$ cat src/rtl/pb_cmd_pkg.sv
// Shared types and constants for the pushbutton command decoder.
package pb_cmd_pkg;

    typedef enum logic [2:0] {
        IDLE,
        PRESS_DB,
        HOLD,
        REPEAT,
        RELEASE_DB
    } pb_state_t;

    localparam int DEF_N_BUTTONS       = 5;
    localparam int DEF_DEBOUNCE_CYCLES = 3;
    localparam int DEF_REPEAT_DELAY    = 50;
    localparam int DEF_REPEAT_RATE     = 10;

    // Bits needed to hold counts 0 .. max(a,b,c)-1. The counter never goes
    // past a terminal value, so it never needs to saturate.
    function automatic int cnt_width(input int a, input int b, input int c);
        int m;
        m = a;
        if (b > m) m = b;
        if (c > m) m = c;
        return (m < 2) ? 1 : $clog2(m);
    endfunction

    // Bits needed to index n buttons.
    function automatic int idx_width(input int n);
        return (n < 2) ? 1 : $clog2(n);
    endfunction

endpackage

$ cat src/rtl/pb_sync.sv
// Two-flop synchroniser for the raw pushbutton levels.
module pb_sync #(
    parameter int WIDTH = 1
) (
    input  logic             clock,
    input  logic             reset,
    input  logic [WIDTH-1:0] d,
    output logic [WIDTH-1:0] q
);

    logic [WIDTH-1:0] stage1_reg;
    logic [WIDTH-1:0] stage2_reg;

    // Both stages clear on reset so a held button re-enters as a fresh press.
    always_ff @(posedge clock) begin
        if (reset) begin
            stage1_reg <= '0;
            stage2_reg <= '0;
        end else begin
            stage1_reg <= d;
            stage2_reg <= stage1_reg;
        end
    end

    assign q = stage2_reg;

endmodule

$ cat src/rtl/pb_command_decoder.sv
// Pushbutton front end: synchronise, debounce, arbitrate to one owner,
// and emit single-cycle increment pulses with optional hold-to-repeat.
module pb_command_decoder
    import pb_cmd_pkg::*;
#(
    parameter int N_BUTTONS       = DEF_N_BUTTONS,
    parameter int DEBOUNCE_CYCLES = DEF_DEBOUNCE_CYCLES,
    parameter int REPEAT_DELAY    = DEF_REPEAT_DELAY,
    parameter int REPEAT_RATE     = DEF_REPEAT_RATE
) (
    input  logic                 clock,
    input  logic                 reset,
    input  logic [N_BUTTONS-1:0] pb_raw,
    input  logic [N_BUTTONS-1:0] repeat_en,
    output logic [N_BUTTONS-1:0] inc_pulse,
    output logic [N_BUTTONS-1:0] held,
    output logic                 busy
);

    localparam int CNT_W = cnt_width(DEBOUNCE_CYCLES, REPEAT_DELAY, REPEAT_RATE);
    localparam int OWN_W = idx_width(N_BUTTONS);

    logic [N_BUTTONS-1:0] pb_s;

    pb_cmd_pkg::pb_state_t state_reg, state_next;
    logic [CNT_W-1:0]     cnt_reg, cnt_next;
    logic [OWN_W-1:0]     owner_reg, owner_next;
    logic                 pulse_next;
    logic [N_BUTTONS-1:0] inc_pulse_reg, held_reg;
    logic [N_BUTTONS-1:0] owner_onehot;
    logic [OWN_W-1:0]     lowest_idx;
    logic [CNT_W-1:0]     hold_term;

    pb_sync #(.WIDTH(N_BUTTONS)) u_sync (
        .clock (clock),
        .reset (reset),
        .d     (pb_raw),
        .q     (pb_s)
    );

    // Lowest-index pressed button wins arbitration.
    always_comb begin
        lowest_idx = '0;
        for (int i = N_BUTTONS - 1; i >= 0; i--) begin
            if (pb_s[i]) lowest_idx = OWN_W'(i);
        end
    end

    // Outputs are decoded from the owner the FSM will hold after this edge.
    generate
        for (genvar gi = 0; gi < N_BUTTONS; gi++) begin : g_onehot
            assign owner_onehot[gi] = (owner_next == OWN_W'(gi));
        end
    endgenerate

    // HOLD waits the long initial delay, REPEAT the shorter repeat period.
    assign hold_term = (state_reg == HOLD) ? CNT_W'(REPEAT_DELAY - 1)
                                           : CNT_W'(REPEAT_RATE - 1);

    // Next-state, counter and pulse decision.
    always_comb begin
        state_next = state_reg;
        cnt_next   = cnt_reg;
        owner_next = owner_reg;
        pulse_next = 1'b0;
        case (state_reg)
            IDLE: begin
                if (|pb_s) begin
                    owner_next = lowest_idx;
                    cnt_next   = '0;
                    state_next = PRESS_DB;
                end
            end
            PRESS_DB: begin
                if (!pb_s[owner_reg]) begin
                    state_next = IDLE;
                end else if (cnt_reg == CNT_W'(DEBOUNCE_CYCLES - 1)) begin
                    pulse_next = 1'b1;
                    cnt_next   = '0;
                    state_next = HOLD;
                end else begin
                    cnt_next = cnt_reg + 1'b1;
                end
            end
            HOLD, REPEAT: begin
                if (!pb_s[owner_reg]) begin
                    cnt_next   = '0;
                    state_next = RELEASE_DB;
                end else if (!repeat_en[owner_reg]) begin
                    cnt_next = cnt_reg;
                end else if (cnt_reg == hold_term) begin
                    pulse_next = 1'b1;
                    cnt_next   = '0;
                    state_next = REPEAT;
                end else begin
                    cnt_next = cnt_reg + 1'b1;
                end
            end
            RELEASE_DB: begin
                // Any button, owner or not, restarts the release window.
                if (|pb_s) begin
                    cnt_next = '0;
                end else if (cnt_reg == CNT_W'(DEBOUNCE_CYCLES - 1)) begin
                    state_next = IDLE;
                end else begin
                    cnt_next = cnt_reg + 1'b1;
                end
            end
            default: begin
                state_next = IDLE;
                cnt_next   = '0;
                owner_next = '0;
            end
        endcase
    end

    // State, counter, owner and registered outputs.
    always_ff @(posedge clock) begin
        if (reset) begin
            state_reg     <= IDLE;
            cnt_reg       <= '0;
            owner_reg     <= '0;
            inc_pulse_reg <= '0;
            held_reg      <= '0;
        end else begin
            state_reg     <= state_next;
            cnt_reg       <= cnt_next;
            owner_reg     <= owner_next;
            inc_pulse_reg <= pulse_next ? owner_onehot : '0;
            held_reg      <= ((state_next == HOLD) || (state_next == REPEAT))
                             ? owner_onehot : '0;
        end
    end

    assign inc_pulse = inc_pulse_reg;
    assign held      = held_reg;
    assign busy      = (state_reg != IDLE);

endmodule

$ cat config.mk
export PLATFORM = sky130hd
export DESIGN_NAME = pb_command_decoder
export DESIGN_NICKNAME = d
export VERILOG_FILES = /design/src/rtl/pb_cmd_pkg.sv /design/src/rtl/pb_sync.sv /design/src/rtl/pb_command_decoder.sv
export SDC_FILE = /design/constraint.sdc
export NUM_CORES = 1
export LEC_CHECK = 0
export ABC_AREA = 1
export CAP_MARGIN = 20
export CORE_ASPECT_RATIO = 0.6
export CORE_UTILIZATION = 55
export CTS_BUF_LIST = sky130_fd_sc_hd__clkbuf_16
export DETAILED_ROUTE_END_ITERATION = 10
export PLACE_DENSITY = 0.76
export REMOVE_ABC_BUFFERS = 1
export SLEW_MARGIN = 25
export SYNTH_ARGS = -nofsm -noshare
export SYNTH_HDL_FRONTEND = slang
export SYNTH_SLANG_ARGS = --single-unit
$ cat constraint.sdc
create_clock -name clock -period 3.85 [get_ports clock]
set_input_delay 0.77 -clock clock [delete_from_list [all_inputs] [get_ports clock]]
set_output_delay 0.77 -clock clock [all_outputs]
set_load 0.005 [all_outputs]
# Word level (Yosys, flattened, before mapping)
# Cells that the tools add are included.
[totals] elab_cells=73 input_bits=12 output_inout_bits=11 regBits=32
[op_classes] magnitude_cmp=1 n_reduce_logical=10 eq_ne=16 bitwise=2 n_addsub=1 mux=36
[op_table] cell="2-to-1 mux 6 bit" n=9
[op_table] cell="2-to-1 mux 3 bit" n=14
[op_table] cell="case mux 6 bit (4 select lines)" n=1
[op_table] cell="equality test 3 x 2 -> 1 bit, second input constant" n=6
[op_table] cell="case mux 3 bit (4 select lines)" n=1
[op_table] cell="2-to-1 mux 1 bit" n=7
[op_table] cell="adder 6 x 1 -> 6 bit, second input constant" n=1
[op_table] cell="binary-select mux 1 bit (select 3 bit)" n=2
[op_table] cell="equality test 3 x 1 -> 1 bit, second input constant" n=2
[op_table] cell="equality test 3 bit, second input constant" n=2
[op_table] cell="equality test 6 x 2 -> 1 bit, second input constant" n=1
[op_table] cell="equality test 6 bit" n=1
[op_table] cell="logical NOT 3 bit" n=2
[op_table] cell="inequality test 3 bit, second input constant" n=2
[op_table] cell="case mux 3 bit (2 select lines)" n=1
[op_table] cell="OR reduction 2 bit" n=3
[op_table] cell="OR reduction 5 bit" n=1
[op_table] cell="less-than comparator 3 x 4 -> 1 bit, second input constant" n=1
[op_table] cell="inequality test 2 bit, second input constant" n=2
[op_table] cell="AND reduction 4 bit" n=1
[op_table] cell="OR reduction 4 bit" n=1
[op_table] cell="nonzero test 3 bit" n=1
[op_table] cell="NOT 1 bit" n=2
[op_table] cell="case mux 1 bit (2 select lines)" n=1
[op_table] cell="logical OR 1 bit" n=1

# Logic depth before layout (Yosys ltp)
[logic_depth] ltp_word=11 depth_mapped=12 depth_no_buf=11

# Cells and area by module
# Synthesis repeated with hierarchy kept, for this count alone.
[unflattened] cells_unflattened=252 area_unflattened_um2=1706.6
[modules_own_cells] module="pb_command_decoder" seq_area_each_um2=440.4 area_per_inst_um2=1420.1 instances=1 cells_per_inst=221
[modules_own_cells] module="pb_sync" seq_area_each_um2=200.2 area_per_inst_um2=286.5 instances=1 cells_per_inst=31

# Least setup slack after synthesis
# Ideal clock, no wire load.
[synth_path] path_kind="input port to flip-flop" start="in reset" end="reg inc_pulse_reg[4], in the netlist inc_pulse[4]" setup_ns=0.064 arrival_ns=1.562 path_stages=6 slack_ns=2.224 n_path_buf=1 t_required_ns=3.786 path_cell_list="clkbuf_1 > inv_1 > nand2_1 > nor3_4 > nand2_2 > nor2_1"
[synth_between] elab_chain_len=1
[synth_rtl] element="from (decl)" line="pb_command_decoder.sv:12" text="input logic reset,"
[synth_rtl] element="OR reduction 2 bit (no source line)"
[synth_rtl] element="to (signal assigned)" line="pb_command_decoder.sv:129" text="inc_pulse_reg <= pulse_next ? owner_onehot : '0;"
[synth_rtl] element="to (decl)" line="pb_command_decoder.sv:29" text="logic [N_BUTTONS-1:0] inc_pulse_reg, held_reg;"
# Every way passes these cells.
# A chain may end at the register's enable or synchronous reset.

# Worst setup path after layout
[layout_path] start="reg state_reg[1]" end="out busy"
[layout_between] elab_chain_len=1
[layout_rtl] element="from (decl)" line="pb_command_decoder.sv:25" text="pb_cmd_pkg::pb_state_t state_reg, state_next;"
[layout_rtl] element="from (signal assigned)" line="pb_command_decoder.sv:126" text="state_reg <= state_next;"
[layout_rtl] element="nonzero test 3 bit" line="pb_command_decoder.sv:137" text="assign busy = (state_reg != IDLE);"
[layout_rtl] element="to (decl)" line="pb_command_decoder.sv:17" text="output logic busy"
# Every way passes these cells.

==> impl_results.md <==
- Outcome: completed
- FMAX: between 0.4 and 0.5 GHz
- Max transition margin: between 40% and 50%
- Sequential share of the synthesized area: 36.4%
- Final min period: around 2300 ps
- Die area: 3440 µm²
- Critical Path Source: state_reg[1]
- Initial Util: 59.4%
- Peak supply drop: approximately 330 µV
- Post-DP HPWL: between 3000 and 4000 µm
- Largest register FFs: 6
- First-pass GRT wire length: between 6000 and 7000 µm
- Avg Inst Size Synth: roughly 6.7 µm²
- Post-synth design cell area: about 1800 µm²
- Initial antenna violation count: 0
- Yosys reg bits: 32
- Reg clk slew, reported paths: about 50 ps
- Clock Path Buffers: 2
- WP data required: 3080 ps
- Library cells used by synthesis: 27
- Skew-Pair Late Insertion Delay: between 200 and 300 ps
- Tcrit/Tclk final: 59.9%
- Commonest non-fill, non-tap cell in the layout: nand2_1
- # port buffers: 22
- Gr ovfl total: 0
- Largest net degree at the start of global routing: 20
- Vias per inst: 5.15
- Core footprint: a little under 3000 µm²
- Hold Crit Start: u_sync.stage1_reg[4]
- RSZ-0062 raised after global routing: no
- DRT Wirelength: 4380 µm
- Fin nets: around 300
- Power per cell area: 399 nW/µm²
- TritonCTS Buffers: 5
- Commonest cells after routing, fill and taps aside: nand2_1, inv_1, nor2_1
- Final Core Density: between 70% and 80%
- Final Hold Viols: 0
- Area growth syn-to-layout: 21.7%
- Crit path kind: reg -> out
- Placement Rows: 15
- Setup TNS: 0 ps
- Post-CTS resize count: 0
- Yosys warning total: 0
- Root Driver: clkbuf_16
- Gp weighted congestion: between 0.8 and 0.9
- Total global-route track usage: about 28%
- Crit. End Element: output pin
- Slew @ Worst Pin: approximately 770 ps
- Wirelength per Cell: roughly 13 µm
- Fraction of layout cells with a size suffix above 1: 12.5%
- Die X: roughly 75 µm
- Arr. time, crit path: around 1500 ps
- Via count: approximately 1700
- Max_cap viols: 0
- Die Span Y: around 46 µm
- 1st-pass router iterations: 5
- Worst-case clock skew: between 4 and 5 ps
- CP max FO: 4
- IO Pins: 23
- Critical R2R Launch: cnt_reg[0]
- Detailed Route Iter0 Violations: 244
- Cts hold-fix bufs: 0
- # clock sinks: 32
- Startpoint Class: flip-flop
- Lkg Pwr: slightly below 1 nW
- Final Power: roughly 860 µW
- Final setup violating endpoints: 0
- Ant. Diodes: 0
- Slew Viols, Final: 0
- HP Class: reg -> reg
- Final ANT Viol Nets: 0
- Mapped Cells: roughly 260
- TritonCTS clock tree: built
- Vias in the first global route: ~1400
- Max H-tree Level: 2
- DRC: 0
- Buffers inserted by post-CTS timing repair: 0
==> report_power, final <==
part           total [mW]  internal [mW]  switching (mW)
Combinational       0.142         0.0480          0.0944
Sequential          0.350          0.342         0.00897
Clock               0.363          0.234           0.130
Total               0.856          0.623           0.233
==> path summary, 6_finish.rpt <==
path / to / slack [ps] / cells past startpoint
worst max-delay path: busy / 1540 / 5
worst min-delay path: u_sync.q[4] / 410 / 2
worst max register to register: cnt_reg[3] / 2020 / 11
worst min register to register: u_sync.q[4] / 410 / 2
==> critical path: stages (launching register included) <==
cell	delay, ps
dfxtp_1	420
nor2_2	60
inv_2	110
nor2_2	60
inv_2	100
clkdlybuf4s50_1	510
==> cell families after synthesis <==
kind of cell | count (synthesis) | synth area share (%)
flops | 32 | 36.4
simple gates | 157 | 43.0
buf+inv | 50 | 11.5
compound gates | 20 | 6.46
fa+ha+maj | 3 | 2.13
xor+xnor | 1 | 0.497
==> layer usage <==
layer,track usage (%),vias to the layer above,wire length (µm)
met1,45.3,758,2250
met2,34.1,80,1590
met3,7.52,2,530
met5,0,-,0
li1,-,864,-
met4,6.79,0,14
==> synthesized netlist by cell type <==
library cell / instances / share of area (%)
nand2_1: 62 / 13
inv_1: 41 / 8.7
nor2_1: 35 / 7.5
nand3_1: 33 / 9.4
dfxtp_1: 32 / 36
a21oi_1: 9 / 2.6
nor2_2: 7 / 2.5
inv_2: 5 / 1.1
nand2_2: 5 / 1.8
nand3_2: 4 / 2.3
ha_1: 3 / 2.1
nand4_1: 3 / 1.1
o21ai_0: 3 / 0.85
o21ai_1: 3 / 0.85
a21oi_2: 2 / 0.99
buf_6: 2 / 1.3
clkbuf_1: 2 / 0.43
nand2_4: 2 / 1.3
nor2_4: 2 / 1.3
a21o_1: 1 / 0.43
a22oi_1: 1 / 0.43
nand3_4: 1 / 0.99
nor3_2: 1 / 0.57
nor3_4: 1 / 0.92
o22ai_1: 1 / 0.36
or2_1: 1 / 0.36
xor2_1: 1 / 0.50
==> metrics by stage <==
stage | setup slack (ps) | hold slack, ps | cells | cell area [µm²]
detailed placement | 1370 | 399 | 323 | 2000
global placement | 1500 | 392 | 323 | 2000
floorplan | 2320 | 388 | 259 | 1730
CTS | 1550 | 405 | 331 | 2140
global route | 1440 | 420 | 331 | 2140
finish | 1540 | 406 | 331 | 2140
==> area by class of cell <==
cell class              instances  area [µm²]
multi-input cells             181         918
fillers                       260         821
flip-flops and latches         32         641
repair buffers                 22         220
inverters                      46         173
clock buffers                   5         125
well taps                      42        52.6
clock inverters                 3        15.0
(Power assumes the default switching activity.)
